## config.mk

```make
export PLATFORM = sky130hd
export DESIGN_NAME = pcie_flow_ctrl_rx_init
export DESIGN_NICKNAME = d
export VERILOG_FILES = /design/src/rtl/pcie_flow_ctrl_rx_init.sv
export SDC_FILE = /design/constraint.sdc
export NUM_CORES = 1
export LEC_CHECK = 0
export CAP_MARGIN = 30
export CORE_MARGIN = 5
export CORE_UTILIZATION = 64
export DETAILED_ROUTE_END_ITERATION = 6
export DONT_BUFFER_PORTS = 1
export HOLD_SLACK_MARGIN = 0.02
export PLACE_DENSITY = 0.85
export SYNTH_ARGS = -nofsm -noshare
export SYNTH_HDL_FRONTEND = slang
export SYNTH_SLANG_ARGS = --single-unit
```

## constraint.sdc

```tcl
create_clock -name clk_i -period 4.66 [get_ports clk_i]
set_input_delay 1.165 -clock clk_i [delete_from_list [all_inputs] [get_ports clk_i]]
set_output_delay 1.165 -clock clk_i [all_outputs]
set_load 0.005 [all_outputs]
```

## src/rtl/pcie_flow_ctrl_rx_init.sv

```systemverilog
// Receive-side PCIe flow-control init: checks DLLP CRC16 on the link-layer RX stream,
// latches partner VC0 credit limits and raises the FC1/FC2 handshakes for the TX sequencer.

module pcie_datalink_crc (
   input  logic [15:0] crc_in,
   input  logic [31:0] data,
   output logic [15:0] crc_out
);
   // Polynomial 0x100B; data[0] enters first, so byte 0 is processed LSB first as on the wire.
   logic [15:0] crc;

   always_comb begin
      crc = crc_in;
      for (int i = 0; i < 32; i++) begin
         crc = {crc[14:0], 1'b0} ^ ((crc[15] ^ data[i]) ? 16'h100B : 16'h0000);
      end
      crc_out = crc;
   end
endmodule

module pcie_flow_ctrl_rx_init #(
   parameter int DATA_WIDTH    = 32,
   parameter int KEEP_WIDTH    = DATA_WIDTH / 8,
   parameter int USER_WIDTH    = 3,
   parameter int ERR_CNT_WIDTH = 8
) (
   input  logic                     clk_i,
   input  logic                     rst_ni,
   input  logic                     link_up_i,
   input  logic [DATA_WIDTH-1:0]    s_axis_tdata,
   input  logic [KEEP_WIDTH-1:0]    s_axis_tkeep,
   input  logic                     s_axis_tvalid,
   input  logic                     s_axis_tlast,
   input  logic [USER_WIDTH-1:0]    s_axis_tuser,
   output logic                     s_axis_tready,
   output logic                     fc1_values_stored_o,
   output logic                     fc2_values_stored_o,
   output logic [7:0]               p_hdr_cl_o,
   output logic [7:0]               np_hdr_cl_o,
   output logic [7:0]               cpl_hdr_cl_o,
   output logic [11:0]              p_data_cl_o,
   output logic [11:0]              np_data_cl_o,
   output logic [11:0]              cpl_data_cl_o,
   output logic                     update_fc_o,
   output logic                     crc_err_o,
   output logic [ERR_CNT_WIDTH-1:0] crc_err_cnt_o
);

   typedef enum logic [1:0] {
      ST_HDR,
      ST_CRC,
      ST_DROP,
      ST_DROP_DONE
   } state_t;

   state_t      state_q, state_d;
   logic [31:0] dllp_q;
   logic [2:0]  seen_q;
   logic        hdr_load;
   logic        eval;
   logic        beat;

   logic [15:0] crc_calc;
   logic [7:0]  dllp_type;
   logic [7:0]  rx_hdr;
   logic [11:0] rx_data;
   logic [1:0]  fc_sel;
   logic        crc_ok;
   logic        good_vc0;
   logic        wr_credit;
   logic        set_fc2;
   logic        unused_bits;

   assign beat = s_axis_tvalid && s_axis_tready;

   // NOTE: clocked state uses non-blocking assignments so every register samples pre-edge values.
   always_ff @(posedge clk_i or negedge rst_ni) begin
      if (!rst_ni) begin
         state_q <= ST_HDR;
         dllp_q  <= '0;
      end else begin
         state_q <= state_d;
         if (hdr_load) dllp_q <= s_axis_tdata[31:0];
      end
   end

   // NOTE: every output of this block is defaulted first so no path can infer a latch.
   always_comb begin
      state_d  = state_q;
      hdr_load = 1'b0;
      eval     = 1'b0;
      if (!link_up_i) begin
         state_d = ST_HDR;
      end else begin
         unique case (state_q)
            ST_HDR: begin
               if (beat) begin
                  hdr_load = 1'b1;
                  if (s_axis_tlast || (s_axis_tkeep != {KEEP_WIDTH{1'b1}})) state_d = ST_DROP_DONE;
                  else                                                      state_d = ST_CRC;
               end
            end
            ST_CRC: begin
               if (beat) begin
                  if (!s_axis_tlast) begin
                     state_d = ST_DROP;
                  end else begin
                     eval    = 1'b1;
                     state_d = ST_HDR;
                  end
               end
            end
            ST_DROP: begin
               if (beat && s_axis_tlast) state_d = ST_HDR;
            end
            ST_DROP_DONE: state_d = ST_HDR;
            default:      state_d = ST_HDR;
         endcase
      end
   end

   pcie_datalink_crc u_crc (
      .crc_in  (16'hFFFF),
      .data    (dllp_q),
      .crc_out (crc_calc)
   );

   assign dllp_type = dllp_q[7:0];
   assign rx_hdr    = {dllp_q[13:8], dllp_q[23:22]};
   assign rx_data   = {dllp_q[19:16], dllp_q[31:24]};
   assign fc_sel    = dllp_type[5:4];
   assign crc_ok    = (s_axis_tdata[15:0] == ~crc_calc);

   // Type[7:6]: 01 InitFC1, 10 UpdateFC, 11 InitFC2; type[5:4] selects P/NP/Cpl.
   assign good_vc0  = eval && crc_ok && (dllp_type[3:0] == 4'h0) && (fc_sel != 2'b11)
                      && (dllp_type[7:6] != 2'b00);
   assign wr_credit = good_vc0 && ((dllp_type[7:6] == 2'b10) ||
                                   ((dllp_type[7:6] == 2'b01) && !fc2_values_stored_o));
   assign set_fc2   = good_vc0 && fc1_values_stored_o && dllp_type[7];

   assign unused_bits = ^{s_axis_tuser, dllp_q[15:14], dllp_q[21:20]};

   always_ff @(posedge clk_i or negedge rst_ni) begin
      if (!rst_ni) begin
         s_axis_tready       <= 1'b0;
         seen_q              <= '0;
         fc1_values_stored_o <= 1'b0;
         fc2_values_stored_o <= 1'b0;
         p_hdr_cl_o          <= '0;
         np_hdr_cl_o         <= '0;
         cpl_hdr_cl_o        <= '0;
         p_data_cl_o         <= '0;
         np_data_cl_o        <= '0;
         cpl_data_cl_o       <= '0;
         update_fc_o         <= 1'b0;
         crc_err_o           <= 1'b0;
         crc_err_cnt_o       <= '0;
      end else begin
         s_axis_tready <= 1'b1;
         update_fc_o   <= 1'b0;
         crc_err_o     <= 1'b0;
         if (!link_up_i) begin
            // Error counter survives link-down; everything learned from the partner does not.
            seen_q              <= '0;
            fc1_values_stored_o <= 1'b0;
            fc2_values_stored_o <= 1'b0;
            p_hdr_cl_o          <= '0;
            np_hdr_cl_o         <= '0;
            cpl_hdr_cl_o        <= '0;
            p_data_cl_o         <= '0;
            np_data_cl_o        <= '0;
            cpl_data_cl_o       <= '0;
         end else begin
            fc1_values_stored_o <= &seen_q;
            if (eval && !crc_ok) begin
               crc_err_o <= 1'b1;
               if (crc_err_cnt_o != {ERR_CNT_WIDTH{1'b1}})
                  crc_err_cnt_o <= crc_err_cnt_o + ERR_CNT_WIDTH'(1);
            end
            if (wr_credit) begin
               unique case (fc_sel)
                  2'b00:   begin p_hdr_cl_o   <= rx_hdr; p_data_cl_o   <= rx_data; end
                  2'b01:   begin np_hdr_cl_o  <= rx_hdr; np_data_cl_o  <= rx_data; end
                  default: begin cpl_hdr_cl_o <= rx_hdr; cpl_data_cl_o <= rx_data; end
               endcase
               if (!dllp_type[7]) seen_q[fc_sel] <= 1'b1;
               else               update_fc_o    <= 1'b1;
            end
            if (set_fc2) fc2_values_stored_o <= 1'b1;
         end
      end
   end

endmodule

```

==> flow_metrics.env <==
export IMPL_die_h_um=108
export IMPL_die_area_um2=11600
export IMPL_post_route_period_util=0.926
export IMPL_crit_required_ns=4.96
export IMPL_drc=0
export IMPL_synth_ff_type="dfrtp_1"
export IMPL_num_vias=3787
export IMPL_startpoint_type="flop"
export IMPL_endpoint_kind="flop"
export IMPL_syn_inst=520
export IMPL_fmax_mhz=232
export IMPL_clk_pin_slew_ns=0.11
export IMPL_fill_cells=670
export IMPL_htree_levels=3
export IMPL_stdcell_count=648
export IMPL_ys_types=42
export IMPL_yosysTopAreaCellShare=0.449
export IMPL_clk_path_buf_depth=2
export IMPL_path_max_fanout=21
export IMPL_die_width_um=108
export IMPL_synth_commonest_cells="dfrtp_1 (110), nand2_1 (98), mux2i_1 (64)"
export IMPL_synth_largest_area_cell="dfrtp_1"
export IMPL_grt_max_degree=111
export IMPL_yosysSeqAreaShare=0.449
export IMPL_post_cts_setup_buffer_count=0
export IMPL_synth_avg_cell_area_um2=11.8
export IMPL_synth_area_um2=6140
export IMPL_fp_row_count=35
export IMPL_placed_cells=633
export IMPL_rsz0062_at_grt="false"
export IMPL_timing_rr_start="dllp_q[0]"
export IMPL_drv_slew=0
export IMPL_grt_overflow=0
export IMPL_hpwl_um=9640
export IMPL_core_area_um2=9280
export IMPL_multi_input_area_um2=3250
export IMPL_outcome="completed"
export IMPL_area_growth_synth_to_final_pct=5.08
export IMPL_synth_most_common_cell="dfrtp_1"
export IMPL_synth_edf_count=0
export IMPL_nNetsFinal=562
export IMPL_synth_seq_cells=110
export IMPL_slew_headroom=0.538
export IMPL_grt_pass1_vias=3807
export IMPL_arrival_ns=4.62
export IMPL_antenna_left=0
export IMPL_r2r_setup_slack_ns=0.35
export IMPL_yosysWarnings=0
export IMPL_tns_ns=0
export IMPL_clock_skew_ns=0.0140
export IMPL_syn_nets=567
export IMPL_grtUsageTotal=0.233
export IMPL_async_flop_share=1.00
export IMPL_viasPerCell=5.84
export IMPL_fin_crit_ns=4.31
export IMPL_regArea_um2=2750
export IMPL_hold_viol_final=0
export IMPL_crit_type="reg2reg"
export IMPL_io_buffer_count=0
export IMPL_cts_tree="built"
export IMPL_cts_buffers=9
export IMPL_drtIter0Drc=200
export IMPL_antenna_found_initial=0
export IMPL_finalSetupViolations=0
export IMPL_hold_buffers=0
export IMPL_grt_pass1_wl_um=20700
export IMPL_maxCapViolCount=0
export IMPL_wl_um=13100
export IMPL_root_buffer="clkbuf_8"
export IMPL_io_pins=117
export IMPL_antenna_cells=0
export IMPL_hold_path_class="in2async"
export IMPL_cts_sinks=110
export IMPL_synth_area_leaders="dfrtp_1 (45%), mux2i_1 (10%), xnor3_1 (7.7%), xnor2_1 (6.9%), nand2_1 (6.0%)"
export IMPL_worstMarginPinSlew_ns=0.688
export IMPL_firstDrtPassIters=5
export IMPL_clk_latency_ns=0.38
export IMPL_r2r_cells=14
export IMPL_cts_resized=0
export IMPL_initial_utilization=0.661
export IMPL_layout_drive_gt1_share=0.135
export IMPL_avgRoutedWirePerCell_um=20.2
export IMPL_r2r_end="np_data_cl_o[11]"
export IMPL_place_congestion=0.919
## cells in the final DEF, fill, tap and decap left out, drive strengths merged
cell type	Yosys	routed
a21oi	4	4
a31oi	1	1
and3	4	4
and4b	2	2
buf	13	11
clkbuf	14	9
clkinv	0	1
clkinvlp	0	3
conb	1	1
dfrtp	110	110
ha	3	3
inv	4	6
mux2	31	31
mux2i	64	64
nand2	98	98
nand2b	7	7
nand3	5	5
nand3b	1	1
nand4	9	9
nand4b	2	2
nor2	10	10
nor2b	3	3
nor3	6	6
nor3b	2	2
nor4	4	4
nor4b	1	1
o21a	1	1
o21ai	7	7
o221ai	1	1
o22ai	1	1
o31ai	2	2
or2	3	3
or4	1	1
xnor2	49	49
xnor3	25	25
xor2	25	25
xor3	6	6
## registers in the layout, summed over array words and instances, names as in the netlist, 2 cells and up
name	flops
np_data_cl_o	12
p_data_cl_o	12
p_hdr_cl_o	8
crc_err_cnt_o	8
cpl_hdr_cl_o	8
cpl_data_cl_o	12
dllp_q	32
seen_q	3
np_hdr_cl_o	8
state_q	2
## kinds of logic (layout without fill, tap and decap cells)
family / Yosys count / count (layout) / share of synthesized area
flops: 110 / 110 / 0.449
simple gates: 158 / 158 / 0.120
buf+inv: 31 / 30 / 0.0220
other cells: 1 / 1 / 0.000611
fa+ha+maj: 3 / 3 / 0.00612
compound gates: 17 / 17 / 0.0161
xor+xnor: 105 / 105 / 0.225
mux: 95 / 95 / 0.161
## routing by layer
| layer | track usage | vias up | wire, um |
|---|---|---|---|
| met4 | 0.0649 | 0 | 192 |
| li1 | - | 1752 | - |
| met1 | 0.318 | 1899 | 5460 |
| met3 | 0.0624 | 17 | 976 |
| met2 | 0.371 | 119 | 6480 |
| met5 | 0 | - | 0 |
## cell type report
| class | instances | share of cell area |
|---|---|---|
| repair buffers | 11 | 0.0128 |
| clock buffers | 9 | 0.0192 |
| multi-input cells | 379 | 0.505 |
| well taps | 129 | 0.0250 |
| flip-flops and latches | 110 | 0.427 |
| inverters | 4 | 0.00233 |
| clock inverters | 6 | 0.00912 |
## how the worst max path moves through the flow
| stage | start | to | slack, ns | depth (start not counted) |
|---|---|---|---|---|
| 2_1_floorplan | dllp_q[9] | np_data_cl_o[0] | 0.83 | 13 |
| 3_3_place_gp | dllp_q[0] | np_hdr_cl_o[2] | 0.49 | 14 |
| 3_5_place_dp | dllp_q[0] | np_hdr_cl_o[0] | 0.40 | 14 |
| 4_1_cts | dllp_q[0] | np_data_cl_o[4] | 0.34 | 14 |
| 5_1_grt | dllp_q[2] | seen_q[2] | 0.004 | 14 |
| 6_report | dllp_q[0] | np_data_cl_o[11] | 0.35 | 14 |
## worst max-delay path: stages (launching register included)
cell	delay (ns)
dfrtp_1	0.45
inv_1	0.09
ha_1	0.32
xnor3_1	0.48
xnor3_1	0.33
xnor3_1	0.38
xnor3_2	0.32
xnor2_1	0.28
nor4_1	0.09
nor4_1	0.46
nor4_2	0.12
buf_4	0.21
nand4b_2	0.09
buf_4	0.37
mux2i_1	0.25
## stage by stage
| stage | hold slack [ns] | worst slack, ns | area [um2] | util |
|---|---|---|---|---|
| final | 0.473 | 0.346 | 6450 | 0.694 |
| after global routing | 0.439 | 0.00377 | 6450 | 0.694 |
| after CTS | 0.454 | 0.337 | 6450 | 0.694 |
| after detailed placement | 0.473 | 0.401 | 6260 | 0.675 |
| after global placement | 0.466 | 0.493 | 6260 | 0.675 |
| after floorplan | 0.452 | 0.831 | 6140 | - |
Power is not shown: default switching activity piles up to over one toggle a cycle in this logic, so the estimate is an artifact.
